===== config.mk =====
export PLATFORM = sky130hd
export DESIGN_NAME = ibex_pext_simd_mul
export DESIGN_NICKNAME = d
export VERILOG_FILES = /design/src/rtl/ibex_pkg_pext.sv /design/src/rtl/ibex_pext_mul_lane.sv /design/src/rtl/ibex_pext_simd_mul.sv
export SDC_FILE = /design/constraint.sdc
export NUM_CORES = 1
export LEC_CHECK = 0
export ABC_AREA = 1
export CORE_ASPECT_RATIO = 0.7
export CORE_MARGIN = 4
export CORE_UTILIZATION = 35
export CTS_CLUSTER_DIAMETER = 40
export DETAILED_ROUTE_END_ITERATION = 10
export GPL_TIMING_DRIVEN = 0
export PLACE_DENSITY = 0.59
export SYNTH_ARGS = -nofsm -noshare
export SYNTH_HDL_FRONTEND = slang
export SYNTH_SLANG_ARGS = --single-unit

===== constraint.sdc =====
create_clock -name clk_i -period 5.55 [get_ports clk_i]
set_input_delay 0.8325 -clock clk_i [delete_from_list [all_inputs] [get_ports clk_i]]
set_output_delay 0.8325 -clock clk_i [all_outputs]
set_load 0.05 [all_outputs]

===== src/rtl/ibex_pkg_pext.sv =====
// Shared types and lane-count constants for the packed-SIMD lane multiplier.
// The KHM saturating path is enabled by defining IBEX_PEXT_KHM_EN.
package ibex_pkg_pext;

  typedef enum logic [1:0] {
    IDLE = 2'd0,
    BUSY = 2'd1,
    DONE = 2'd2
  } pext_mul_state_e;

  localparam int unsigned PEXT_LANES8  = 4;
  localparam int unsigned PEXT_LANES16 = 2;

  // Index of the final lane for the selected lane width.
  function automatic logic [1:0] pext_last_lane(input logic width8);
    return width8 ? 2'(PEXT_LANES8 - 1) : 2'(PEXT_LANES16 - 1);
  endfunction

endpackage


===== src/rtl/ibex_pext_mul_lane.sv =====
// Combinational single-lane multiply: 17x17 signed product, optional Q-format
// shift and saturation (present only when IBEX_PEXT_KHM_EN is defined).
module ibex_pext_mul_lane (
  input  logic [15:0] a_i,
  input  logic [15:0] b_i,
  input  logic        width8_i,
  input  logic        signed_ops_i,
  input  logic        sat_i,
  output logic [15:0] res_o,
  output logic        ov_o
);

  logic               sext;
  logic signed [16:0] a_ext;
  logic signed [16:0] b_ext;
  logic signed [33:0] prod;
  logic               unused_bits;

  // 8-bit lanes live in the low byte; extend to 17 bits so unsigned 16-bit fits.
  always_comb begin
    a_ext = width8_i ? {{9{sext & a_i[7]}}, a_i[7:0]} : {sext & a_i[15], a_i};
    b_ext = width8_i ? {{9{sext & b_i[7]}}, b_i[7:0]} : {sext & b_i[15], b_i};
    prod  = 34'(a_ext) * 34'(b_ext);
  end

`ifdef IBEX_PEXT_KHM_EN
  logic both_min;

  assign sext        = signed_ops_i | sat_i;
  assign unused_bits = ^prod[33:31];

  // Q-format multiply: min*min is the only product that overflows after the shift.
  always_comb begin
    both_min = width8_i ? (a_i[7:0] == 8'h80 && b_i[7:0] == 8'h80)
                        : (a_i == 16'h8000 && b_i == 16'h8000);
    res_o    = width8_i ? {8'h00, prod[7:0]} : prod[15:0];
    ov_o     = 1'b0;
    if (sat_i) begin
      if (both_min) begin
        res_o = width8_i ? 16'h007F : 16'h7FFF;
        ov_o  = 1'b1;
      end else begin
        res_o = width8_i ? {8'h00, prod[14:7]} : prod[30:15];
      end
    end
  end
`else
  assign sext        = signed_ops_i;
  assign unused_bits = ^{sat_i, prod[33:16]};

  always_comb begin
    res_o = width8_i ? {8'h00, prod[7:0]} : prod[15:0];
    ov_o  = 1'b0;
  end
`endif

endmodule


===== src/rtl/ibex_pext_simd_mul.sv =====
// Sequential packed-SIMD multiplier: one lane per cycle through a shared lane
// multiplier. Define IBEX_PEXT_KHM_EN to enable KHM8/KHM16 saturation and ov_o.
module ibex_pext_simd_mul
  import ibex_pkg_pext::*;
(
  input  logic        clk_i,
  input  logic        rst_i,
  input  logic        valid_i,
  output logic        ready_o,
  input  logic        kill_i,
  input  logic [31:0] operand_a_i,
  input  logic [31:0] operand_b_i,
  input  logic        width8_i,
  input  logic        signed_ops_i,
  input  logic        sat_i,
  output logic        valid_o,
  input  logic        ready_i,
  output logic [31:0] result_o,
  output logic        ov_o
);

  pext_mul_state_e state_q, state_d;
  logic [1:0]      lane_cnt_q, lane_cnt_d;
  logic [31:0]     op_a_q, op_a_d;
  logic [31:0]     op_b_q, op_b_d;
  logic [31:0]     result_q, result_d;
  logic            width8_q, width8_d;
  logic            signed_q, signed_d;
  logic            sat_q, sat_d;
  logic            ov_q, ov_d;

  logic            accept;
  logic            last_lane;
  logic [15:0]     lane_a;
  logic [15:0]     lane_b;
  logic [15:0]     lane_res;
  logic            lane_ov;

  assign accept    = (state_q == IDLE) & valid_i & ~kill_i;
  assign last_lane = (lane_cnt_q == pext_last_lane(width8_q));

  always_ff @(posedge clk_i or posedge rst_i) begin
    if (rst_i) begin
      state_q <= IDLE;
    end else begin
      state_q <= state_d;
    end
  end

  always_comb begin
    state_d = state_q;
    if (kill_i) begin
      state_d = IDLE;
    end else begin
      case (state_q)
        IDLE:    if (valid_i)   state_d = BUSY;
        BUSY:    if (last_lane) state_d = DONE;
        DONE:    if (ready_i)   state_d = IDLE;
        default:                state_d = IDLE;
      endcase
    end
  end

  always_comb begin
    ready_o  = (state_q == IDLE);
    valid_o  = (state_q == DONE);
    result_o = valid_o ? result_q : 32'h0;
    ov_o     = valid_o & ov_q;
  end

  always_comb begin
    lane_a = width8_q ? {8'h00, op_a_q[{lane_cnt_q, 3'b000} +: 8]}
                      : op_a_q[{lane_cnt_q[0], 4'b0000} +: 16];
    lane_b = width8_q ? {8'h00, op_b_q[{lane_cnt_q, 3'b000} +: 8]}
                      : op_b_q[{lane_cnt_q[0], 4'b0000} +: 16];
  end

  ibex_pext_mul_lane u_lane (
    .a_i          (lane_a),
    .b_i          (lane_b),
    .width8_i     (width8_q),
    .signed_ops_i (signed_q),
    .sat_i        (sat_q),
    .res_o        (lane_res),
    .ov_o         (lane_ov)
  );

`ifdef IBEX_PEXT_KHM_EN
  assign sat_d = accept ? sat_i : sat_q;
`else
  logic unused_sat;
  assign unused_sat = sat_i;
  assign sat_d      = 1'b0;
`endif

  // Kill discards everything; otherwise each BUSY cycle deposits one lane.
  always_comb begin
    lane_cnt_d = lane_cnt_q;
    op_a_d     = op_a_q;
    op_b_d     = op_b_q;
    result_d   = result_q;
    width8_d   = width8_q;
    signed_d   = signed_q;
    ov_d       = ov_q;
    if (kill_i) begin
      lane_cnt_d = 2'd0;
      result_d   = 32'h0;
      ov_d       = 1'b0;
    end else if (accept) begin
      lane_cnt_d = 2'd0;
      op_a_d     = operand_a_i;
      op_b_d     = operand_b_i;
      result_d   = 32'h0;
      width8_d   = width8_i;
      signed_d   = signed_ops_i;
      ov_d       = 1'b0;
    end else if (state_q == BUSY) begin
      if (width8_q) begin
        result_d[{lane_cnt_q, 3'b000} +: 8] = lane_res[7:0];
      end else begin
        result_d[{lane_cnt_q[0], 4'b0000} +: 16] = lane_res;
      end
      ov_d       = ov_q | lane_ov;
      lane_cnt_d = last_lane ? 2'd0 : lane_cnt_q + 2'd1;
    end
  end

  always_ff @(posedge clk_i or posedge rst_i) begin
    if (rst_i) begin
      lane_cnt_q <= 2'd0;
      op_a_q     <= 32'h0;
      op_b_q     <= 32'h0;
      result_q   <= 32'h0;
      width8_q   <= 1'b0;
      signed_q   <= 1'b0;
    end else begin
      lane_cnt_q <= lane_cnt_d;
      op_a_q     <= op_a_d;
      op_b_q     <= op_b_d;
      result_q   <= result_d;
      width8_q   <= width8_d;
      signed_q   <= signed_d;
    end
  end

`ifdef IBEX_PEXT_KHM_EN
  always_ff @(posedge clk_i or posedge rst_i) begin
    if (rst_i) begin
      sat_q <= 1'b0;
      ov_q  <= 1'b0;
    end else begin
      sat_q <= sat_d;
      ov_q  <= ov_d;
    end
  end
`else
  logic unused_ov;
  assign sat_q     = sat_d;
  assign ov_q      = 1'b0;
  assign unused_ov = ^{ov_d, lane_ov};
`endif

endmodule


## Yosys cells after proc, flatten, opt, wreduce, memory -nomap -nowiden

Index checks and enable logic that the tools add are counted.

- Add/sub/neg operators: 3
- $mul: 1
- Equal/unequal tests: 6
- Shift operators: 8
- Mux-type cells: 22
- Bitwise gates (word level): 7
- Reductions and logical operators: 4

Operators with widths:

| cell | count |
|---|---|
| $mux W32 | 5 |
| $bwmux W32 | 2 |
| $shiftx A32 B6 Y16 | 2 |
| $shiftx A32 B6 Y8 | 2 |
| $mux W16 | 3 |
| $mux W17 | 2 |
| $shift A16 B7 Y32 const A | 1 |
| $shift A8 B7 Y32 const A | 1 |
| $shiftx A16 B7 Y32 | 1 |
| $shiftx A8 B7 Y32 | 1 |
| $mux W2 | 9 |
| $mul A17 B17 Y16 | 1 |
| $neg A5 Y7 | 2 |
| $and A1 B1 Y1 | 6 |
| $ne A3 B2 Y1 const B | 2 |
| $pmux W2 S3 | 1 |
| $ne A3 B3 Y1 const B | 1 |
| $reduce_and A3 Y1 | 1 |
| $reduce_bool A3 Y1 | 1 |
| $add A2 B1 Y2 const B | 1 |
| $eq A2 B1 Y1 const B | 1 |
| $eq A2 B2 Y1 | 1 |
| $eq A2 B2 Y1 const B | 1 |
| $logic_not A2 Y1 | 1 |
| 2 further kinds | 2 |

- Register bits after elaboration: 102

## Depth between registers and ports, before layout

Gate-level depths: netlist (run 1).

- Depth in word-level cells: 12
- Gate-level depth with buffers: 37
- Gate-level depth less buffers: 35

## Hierarchy

From an unflattened synthesis (run 1), not the netlist that was laid out.

- Cells, all modules: 1616
- Area, all modules: 10779.1 um2

By module, submodules not included:

| module | instances | cells an instance | area each (um2) |
|---|---|---|---|
| ibex_pext_simd_mul | 1 | 889 | 5931.9 |
| ibex_pext_mul_lane | 1 | 727 | 4847.1 |

## Least setup slack after synthesis (run 1)

OpenSTA, ideal clock, no wires.

- Path kind: register to register
- Start point: reg lane_cnt_q[0]
- End point: reg result_q[14]
- Library setup time: 0.139 ns
- Arrival: 5.844 ns
- Slack: -0.434 ns
- Stages on the path, launching flop included: 34
- Period minus slack after synthesis: 5.984 ns
- Path through: dfrtp_1 buf_4 buf_4 o21ai_0 nand2_1 nand3_1 clkbuf_1 nand2_1 fa_1 fa_1 inv_1 ha_1 inv_1 fa_1 inv_1 fa_1 inv_1 fa_1 inv_1 ha_1 a21oi_1 o21ai_0 a21oi_1 nor2_1 o21ai_0 nand2_1 nand2_1 nand2_1 nand2_1 nand2_1 o21ai_0 nor2_1 a21oi_1 o22ai_1

- Word-level cells in the longest chain between the ends: 12
- Elaborated cells on any way between the ends: 24
- Classes of those cells: add/sub (2); mul (1); shift (8); mux (11); bitwise (2)

RTL lines:

| element | line | source |
|---|---|---|
| start, declared | ibex_pext_simd_mul.sv:23 | `logic [1:0] lane_cnt_q, lane_cnt_d;` |
| start signal, assigned | ibex_pext_simd_mul.sv:137 | `lane_cnt_q <= lane_cnt_d;` |
| $shiftx A32 B6 Y16 (tied with other cells) | ibex_pext_simd_mul.sv:73 | `: op_a_q[{lane_cnt_q[0], 4'b0000} +: 16];` |
| $mux W16 (on tied branches) | ibex_pext_simd_mul.sv:72, ibex_pext_simd_mul.sv:74 |  |
| $and A1 B1 Y1 (on tied branches) | ibex_pext_mul_lane.sv:21, ibex_pext_mul_lane.sv:22 |  |
| $mux W17 (on tied branches) | ibex_pext_mul_lane.sv:21, ibex_pext_mul_lane.sv:22 |  |
| $mul A17 B17 Y16 | ibex_pext_mul_lane.sv:23 | `prod = 34'(a_ext) * 34'(b_ext);` |
| $mux W16 | ibex_pext_mul_lane.sv:52 | `res_o = width8_i ? {8'h00, prod[7:0]} : prod[15:0];` |
| $shiftx A16 B7 Y32 | ibex_pext_simd_mul.sv:121 | `result_d[{lane_cnt_q[0], 4'b0000} +: 16] = lane_res;` |
| $bwmux W32 | ibex_pext_simd_mul.sv:121 |  |
| $mux W32 (*) | ibex_pext_simd_mul.sv:118 | `if (width8_q) begin` |
| $mux W32 (*) | ibex_pext_simd_mul.sv:117 | `end else if (state_q == BUSY) begin` |
| $mux W32 (*) | ibex_pext_simd_mul.sv:109 | `end else if (accept) begin` |
| $mux W32 (*) | ibex_pext_simd_mul.sv:105 | `if (kill_i) begin` |
| end signal, assigned | ibex_pext_simd_mul.sv:140 | `result_q <= result_d;` |
| end, declared | ibex_pext_simd_mul.sv:26 | `logic [31:0] result_q, result_d;` |

Every way passes the cells marked *; elsewhere a longest branch is shown, timed or not. The select of a mux whose other input is x is not followed.
A chain may end at the register's enable or synchronous reset.

## Worst setup path in the final report (run 1)

Same ends and word-level chain as after synthesis.

==> results of run 1 <==
==> path summary, 6_finish.rpt <==
kind | startpoint | endpoint | slack [ns] | depth (start not counted)
min reg2reg | result_q[31] | result_q[31] | 0.50 | 2
max | lane_cnt_q[0] | result_q[14] | -0.62 | 33
min | result_q[31] | result_q[31] | 0.50 | 2
max reg2reg | lane_cnt_q[0] | result_q[14] | -0.62 | 33
min in group asynchronous | rst_i | result_q[23] | 0.84 | 2
max in group asynchronous | rst_i | op_a_q[15] | 4.00 | 3
==> layout by cell type, fill, tap and decap left out, types with 24 or more instances in the layout <==
master,count
nand2_1,266
fa_1,78
inv_1,241
clkdlybuf4s50_1,104
ha_1,55
buf_4,64
nand3_1,46
a21oi_1,45
o21ai_0,30
o22ai_1,24
mux2_2,41
nor2_1,157
dfrtp_1,100
==> sequential cells by signal (all words and copies together) (netlist names) <==
signal / count
signed_q: 1
state_q: 2
op_a_q: 32
lane_cnt_q: 2
op_b_q: 32
width8_q: 1
result_q: 32
==> worst register-to-register path: cells and delay by family (launching register included) <==
kind / cells / cell delay (ns)
AO/OA/AOI/OAI: 8 / 0.94
adder cells (fa/ha/maj): 7 / 2.88
buffers and inverters: 6 / 0.68
flip-flops: 1 / 0.49
AND/OR/NAND/NOR: 12 / 1.11
==> area by class of cell <==
type / count / area (µm²) / share of cell area
Timing Repair Buffer: 179 / 1750 / 0.133
Clock buffer: 9 / 225 / 0.0171
Timing Repair inverter: 1 / 6.26 / 0.000474
Tap cell: 371 / 464 / 0.0351
Multi-Input combinational cell: 906 / 6710 / 0.508
Buffer: 39 / 338 / 0.0256
Inverter: 277 / 1090 / 0.0829
Clock inverter: 7 / 63.8 / 0.00483
Sequential cell: 102 / 2550 / 0.193
==> per-layer routing <==
metal,global-route usage,up-vias,part of all wire
met5,0,-,0
met4,0.0453,0,0.015
met3,0.0624,41,0.10
met2,0.284,385,0.40
met1,0.309,4563,0.48
li1,-,4465,-
==> per-stage QoR <==
step                hold WS, ns  utilization
global placement          0.468        0.415
finish                    0.499        0.471
CTS                       0.496        0.441
global route              0.534        0.471
detailed placement        0.472        0.416
floorplan                 0.449            -
==> kinds of logic (layout without fill, tap and decap cells) <==
kind of cell,after synthesis,after routing,synth area share
mux,41,41,0.0461
buf+inv,316,512,0.127
flops,102,102,0.255
xor+xnor,8,8,0.00699
simple gates,562,562,0.241
other cells,1,1,0.000374
compound gates,149,149,0.0838
fa+ha+maj,145,145,0.240
==> cells in the mapped netlist (6+ instances only) <==
master	instances	share of area
nand2_1	276	0.10
inv_1	258	0.097
nor2_1	182	0.068
dfrtp_1	102	0.25
fa_1	79	0.16
ha_1	66	0.082
a21oi_1	59	0.029
nand3_1	52	0.026
o21ai_0	44	0.022
mux2_2	41	0.046
o22ai_1	25	0.016
clkbuf_1	19	0.0071
inv_2	15	0.0056
nand3_2	11	0.011
buf_4	10	0.0075
nand4_1	9	0.0056
nor2_2	7	0.0044
nand2_2	6	0.0037
nor3_1	6	0.0030
==> what timing repair did <==
action,in CTS,in global routing
gates resized for setup,62,111
cloned,0,5
pin swaps,8,64
setup endpoints to repair,16,18
hold buffers,0,0
hold endpoints to repair,0,0
buffers inserted,25,45
==> qor.csv, run 1 <==
stage,metric,value,unit
status,status,finished with violations,
status,violations,negative setup slack,
logic_synthesis,synth_enable_flop_cells,0,
logic_synthesis,yosysWarnings,0,
logic_synthesis,synth-seq-cells,102,
sta,fin_crit_sh,1.11,
grt,grt-ovfl-total,0,
critical_path,crit_path_start_kind,flip-flop,
finish,fillers,2737,
logic_synthesis,synth.distinct_cells,43,
placed_design,gp_congestion,0.976,
sta,rsz0062_at_grt,true,
critical_path,crit_type,flip-flop to flip-flop,
floorplan,dieArea,31400,µm²
grt,grt_usage,0.204,
critical_path,cp_num_buf_inv,6,
detailed_routing,ant_nets,0,
finish,design_area,13200,µm²
critical_path,critical_path_peak_fanout,10,
detailed_routing,via_per_inst,5.00,
logic_synthesis,postSynthCellCount,1324,
logic_synthesis,ys_seq_area_frac,0.255,
floorplan,num_rows,51,
critical_path,worstPathArrival,6.46,ns
clock_tree,cts_max_level,3,
detailed_routing,drt-total-wl,32400,µm
finish,stdcell_count,1891,
floorplan,fp.coreArea,28000,µm²
finish,areaGrowthSynthToFinish,31.8,%
clock_tree,clk_pin_slew,0.09,ns
placed_design,dp.cells,1800,
placed_design,placed_cell_area,11600,µm²
detailed_routing,wl_per_cell,17.1,µm
flow_run,maxCapViolCount,0,
finish,final_net_count,1732,
logic_synthesis,synthFlopType,dfrtp_1,
finish,n_antenna_cell,0,
placed_design,portBuffers,104,
sta,finalClockSkew,0.0208,ns
detailed_routing,via_count,9454,
floorplan,pin_count,107,
sta,fin_setup_tns,-6.33,ns
floorplan,die_y,150,µm
worst_hold_path,hold_path.class,flip-flop to flip-flop,
sta,slew_violations,0,
sta,layout_min_cycle_time,6.17,ns
logic_synthesis,synth_nets,1541,
detailed_routing,dr.pass1.iters,6,
grt,grt_max_degree,70,
floorplan,start_util,0.358,
sta,finalWorstSetupSlack,-0.621,ns
critical_path,path_delay_family,adder cells,
floorplan,fp.dieW,210,µm
grt,grt_antenna_before_repair,0,
finish,drive_above_1_share,0.205,
sta,setup-violations-final,14,
grt,grt_pass1_vias,9401,
placed_design,pre_cts_slack,-1.11,ns
logic_synthesis,async_flop_share,1.00,
clock_tree,clock_latency,0.36,ns
clock_tree,cts_sinks,102,
sta,final-hold-violation-count,0,
clock_tree,clock_path_buffers,2,
detailed_routing,drcViolationCount,0,
placed_design,dp.final_hpwl,24800,µm
critical_path,cp_slowest_stage_delay,0.57,ns
critical_path,required,5.84,ns
logic_synthesis,syn_area,10000,µm²
critical_path,crit_slowest_cell,fa_1,
critical_path,endpoint_kind,flip-flop,
clock_tree,cts_tree,built,
sta,worstMarginPinSlew,1.10,ns
grt,grt_pass1_wl,50700,µm
sta,fmax,0.162,GHz
sta,slew_headroom,0.264,
detailed_routing,drtIter0Drc,835,
logic_synthesis,avgSynthCellArea,7.57,µm²
clock_tree,clock-root-buffer,clkbuf_16,
clock_tree,numCtsBuffers,9,
critical_path,cpMostUsedCell,nand2_1,
Power of run 1 is not shown: default switching activity piles up to over one toggle a cycle in this logic, so the estimate is an artifact.
==> run 2: changes to the inputs <==
SETUP_SLACK_MARGIN = 0.5   (was default)
==> qor.csv, run 2 (synthesis results as in run 1) <==
stage,metric,value,unit
status,status,finished with violations,
status,violations,negative setup slack,
sta,worstMarginPinSlew,1.33,ns
sta,finalWorstSetupSlack,-0.731,ns
clock_tree,holdBufCountCts,0,
grt,grt_antenna_before_repair,0,
detailed_routing,drtIter0Drc,663,
clock_tree,numCtsBuffers,9,
finish,final_common_cell,nand2_1,
grt,grt_max_degree,55,
finish,top_regs,"op_a_q: 32 flops, op_b_q: 32 flops, result_q: 32 flops",
placed_design,dp.cells,1800,
floorplan,fp.coreArea,28000,µm²
sta,fmax,0.159,GHz
clock_tree,clock-root-buffer,clkbuf_16,
critical_path,endpoint_kind,flip-flop,
detailed_routing,ant_nets,0,
worst_hold_path,hold_path.class,flip-flop to flip-flop,
detailed_routing,via_count,9415,
sta,layout_min_cycle_time,6.28,ns
detailed_routing,dr.pass1.iters,5,
detailed_routing,via_per_inst,4.94,
sta,setup-violations-final,14,
grt,grt_pass1_vias,9271,
critical_path,required,5.83,ns
grt,grt-ovfl-total,0,
floorplan,dieArea,31400,µm²
finish,layout_common_cells,"nand2_1 (244), inv_1 (234), nor2_1 (157), clkdlybuf4s50_1 (104), dfrtp_1 (100)",
clock_tree,cts_tree,built,
placed_design,gp_congestion,0.955,
grt,grt_pass1_wl,52100,µm
detailed_routing,wl_per_cell,17.6,µm
clock_tree,cts_max_level,3,
finish,drive_above_1_share,0.249,
sta,finalClockSkew,0.0130,ns
sta,slew_headroom,0.104,
floorplan,start_util,0.358,
critical_path,cp_slowest_stage_delay,0.59,ns
finish,fin_util,0.491,
placed_design,pre_cts_slack,-1.17,ns
sta,fin_crit_sh,1.13,
finish,final_net_count,1747,
placed_design,portBuffers,104,
placed_design,dp.final_hpwl,25400,µm
detailed_routing,drt-total-wl,33600,µm
clock_tree,clock_path_buffers,2,
finish,n_antenna_cell,0,
clock_tree,cts_sinks,102,
critical_path,critical_path_peak_fanout,10,
floorplan,num_rows,51,
sta,final-hold-violation-count,0,
finish,stdcell_count,1906,
floorplan,die_y,150,µm
critical_path,crit_type,flip-flop to flip-flop,
detailed_routing,drcViolationCount,0,
clock_tree,clk_pin_slew,0.08,ns
clock_tree,clock_latency,0.39,ns
finish,areaGrowthSynthToFinish,37.3,%
sta,rsz0062_at_grt,true,
grt,grt_usage,0.215,
sta,slew_violations,0,
floorplan,fp.dieW,210,µm
flow_run,maxCapViolCount,0,
critical_path,crit_slowest_cell,fa_1,
critical_path,worstPathArrival,6.56,ns
floorplan,pin_count,107,
critical_path,crit_path_start_kind,flip-flop,
[run 2: final cells by class]
type | instances | area [µm²]
fill | 2734 | 14300
multi-input combinational | 906 | 7030
sequential | 102 | 2550
timing repair buffer | 194 | 1920
inverter | 277 | 1100
tap | 371 | 464
buffer | 39 | 369
clock buffer | 9 | 225
clock inverter | 7 | 91.3
timing repair inverter | 1 | 8.76
[run 2: critical path: cells and delay by family (launching register included)]
family / cells / cell delay [ns]
AO/OA/AOI/OAI: 3 / 0.66
adder cells (fa/ha/maj): 7 / 3.31
buffers and inverters: 7 / 0.73
flip-flops: 1 / 0.52
AND/OR/NAND/NOR: 11 / 0.94
[run 2: path summary, 6_finish.rpt]
path	start	endpoint	slack, ns	cells after the start
setup / recovery	lane_cnt_q[0]	result_q[31]	-0.73	28
hold / removal	op_a_q[5]	op_a_q[5]	0.51	1
setup reg to reg	lane_cnt_q[0]	result_q[31]	-0.73	28
hold reg to reg	op_a_q[5]	op_a_q[5]	0.51	1
max in group asynchronous	rst_i	op_a_q[26]	3.95	3
min in group asynchronous	rst_i	op_b_q[4]	0.89	2
[run 2: timing repair]
action                     CTS  global route
setup endpoints to repair   19            20
resized for setup          124           104
pin swaps                   19            44
gates cloned                 3             2
buffers inserted            56            29
[run 2: per-stage QoR]
step	hold slack [ns]	TNS (ns)	cell area, µm²
after CTS	0.509	-5.70	13100
after global placement	0.469	-10.97	11800
after detailed placement	0.486	-11.05	11800
after global routing	0.520	-10.32	13800
final	0.511	-6.98	13800
after floorplan	0.449	0	10200
[run 2: per-layer routing]
metal / vias to the layer above / track usage / routed length (µm)
met5: - / 0 / 0
met4: 0 / 0.0447 / 487
met3: 33 / 0.0658 / 3240
met2: 326 / 0.294 / 13300
met1: 4554 / 0.332 / 16600
li1: 4502 / - / -
Power of run 2 is left out for the same reason.
==> run 3: changes to the inputs <==
--- a/config.mk
+++ b/config.mk
@@ -14,3 +14,3 @@
 export GPL_TIMING_DRIVEN = 0
-export PLACE_DENSITY = 0.59
+export PLACE_DENSITY = 0.62
 export SETUP_SLACK_MARGIN = 0.5
==> constraint.sdc (replaced) <==
create_clock -name clk_i -period 5.55 [get_ports clk_i]
set_input_delay 1.11 -clock clk_i [delete_from_list [all_inputs] [get_ports clk_i]]
set_output_delay 1.11 -clock clk_i [all_outputs]
set_load 0.05 [all_outputs]
==> qor.csv, run 3 (synthesis results as in run 1) <==
stage,metric,value,unit
critical_path,reg2reg_slack,-0.72,ns
critical_path,endpoint_kind,flip-flop,
grt,grt_pass1_wl,51600,µm
clock_tree,cts_max_level,3,
grt,grt_usage,0.211,
clock_tree,clock_latency,0.37,ns
placed_design,dp.final_hpwl,25400,µm
clock_tree,clock_path_buffers,2,
grt,grt_antenna_before_repair,0,
critical_path,critPathLaunch,lane_cnt_q[0],
grt,grt-ovfl-total,0,
floorplan,pin_count,107,
finish,fin_util,0.470,
sta,slew_headroom,0.314,
finish,n_antenna_cell,0,
critical_path,worstPathArrival,6.50,ns
sta,finalWorstSetupSlack,-0.716,ns
critical_path,crit_path_start_kind,flip-flop,
critical_path,crit_slowest_cell,fa_1,
finish,drive_above_1_share,0.203,
floorplan,num_rows,51,
floorplan,start_util,0.358,
sta,rsz0062_at_grt,true,
detailed_routing,drt-total-wl,32300,µm
finish,final_net_count,1728,
status,violations,negative setup slack,
finish,multi_input_area,6720,µm²
finish,final_common_cell,nand2_1,
clock_tree,holdBufCountCts,0,
floorplan,die_y,150,µm
critical_path,reg2reg_depth,32,
detailed_routing,drcViolationCount,0,
critical_path,reg2reg_to,result_q[14],
sta,layout_min_cycle_time,6.27,ns
detailed_routing,dr.pass1.iters,8,
finish,fillers,2734,
sta,slew_violations,0,
detailed_routing,via_count,9434,
clock_tree,clock-root-buffer,clkbuf_16,
clock_tree,numCtsBuffers,9,
critical_path,critical_path_peak_fanout,10,
clock_tree,clk_pin_slew,0.07,ns
critical_path,cp_slowest_stage_delay,0.54,ns
worst_hold_path,hold_path.class,flip-flop to flip-flop,
floorplan,dieArea,31400,µm²
floorplan,fp.dieW,210,µm
critical_path,required,5.79,ns
critical_path,cpMostUsedCell,nand2_1,
critical_path,crit_type,flip-flop to flip-flop,
detailed_routing,wl_per_cell,17.1,µm
clock_tree,cts_sinks,102,
finish,stdcell_count,1887,
sta,finalClockSkew,0.0109,ns
finish,seqCellArea,2550,µm²
detailed_routing,ant_nets,0,
placed_design,dp.cells,1800,
sta,fin_crit_sh,1.13,
status,status,finished with violations,
finish,top_regs,"op_a_q: 32 flops, op_b_q: 32 flops, result_q: 32 flops",
sta,fmax,0.160,GHz
sta,setup-violations-final,14,
sta,final-hold-violation-count,0,
sta,worstMarginPinSlew,1.02,ns
grt,grt_max_degree,65,
clock_tree,cts_tree,built,
grt,grt_pass1_vias,9439,
placed_design,portBuffers,104,
flow_run,maxCapViolCount,0,
finish,layout_common_cells,"nand2_1 (262), inv_1 (238), nor2_1 (160), clkdlybuf4s50_1 (104), dfrtp_1 (100)",
floorplan,fp.coreArea,28000,µm²
placed_design,gp_congestion,0.915,
critical_path,cp-endpoint,result_q[14],
finish,areaGrowthSynthToFinish,31.3,%
critical_path,regToRegStartpoint,lane_cnt_q[0],
detailed_routing,drtIter0Drc,755,
sta,fin_setup_tns,-7.19,ns
detailed_routing,via_per_inst,5.00,
-- run 3: worst max-delay path, delay by kind of cell (launching register included) --
family                   cells  cell delay (ns)
AO/OA/AOI/OAI                7             0.75
flip-flops                   1             0.48
buffers and inverters        5             0.58
AND/OR/NAND/NOR             13             1.30
adder cells (fa/ha/maj)      7             2.97
-- run 3: repair_timing --
item / CTS / global route
pin swaps: 32 / 26
gates resized for setup: 101 / 37
endpoints found under the setup margin: 20 / 21
gates cloned: 1 / 0
buffers inserted: 58 / 12
-- run 3: worst min-delay path by stage --
stage / start / end / cells after the start / slack (ns)
after global routing: op_b_q[3] / op_b_q[3] / 1 / 0.54
after global placement: result_q[31] / result_q[31] / 2 / 0.47
after detailed placement: result_q[15] / result_q[15] / 2 / 0.47
after floorplan: result_q[31] / result_q[31] / 2 / 0.45
after CTS: result_q[15] / result_q[15] / 2 / 0.49
final: result_q[15] / result_q[15] / 2 / 0.49
-- run 3: layer usage --
layer | vias to the layer above | track usage | share of wire | routed length, µm
met5 | - | 0.0219 | 0.0028 | 92
met4 | 2 | 0.0421 | 0.013 | 429
met3 | 33 | 0.0704 | 0.10 | 3320
met2 | 358 | 0.295 | 0.40 | 13000
met1 | 4576 | 0.316 | 0.48 | 15500
li1 | 4465 | - | - | -
-- run 3: final cells by class --
type,instances,area share
clock buffers,10,0.0182
inverters,277,0.0827
plain buffers,39,0.0270
well taps,371,0.0353
clock inverters,6,0.00380
multi-input cells,906,0.511
flip-flops and latches,102,0.194
repair buffers,176,0.128
-- run 3: stage by stage --
step	area [µm²]	setup WS [ns]	hold WS, ns
floorplan	10200	0.0187	0.449
global placement	11800	-1.04	0.466
detailed placement	11800	-1.15	0.469
CTS	12900	-0.683	0.493
global route	13200	-0.931	0.536
finish	13200	-0.716	0.492
Power of run 3 is left out for the same reason.
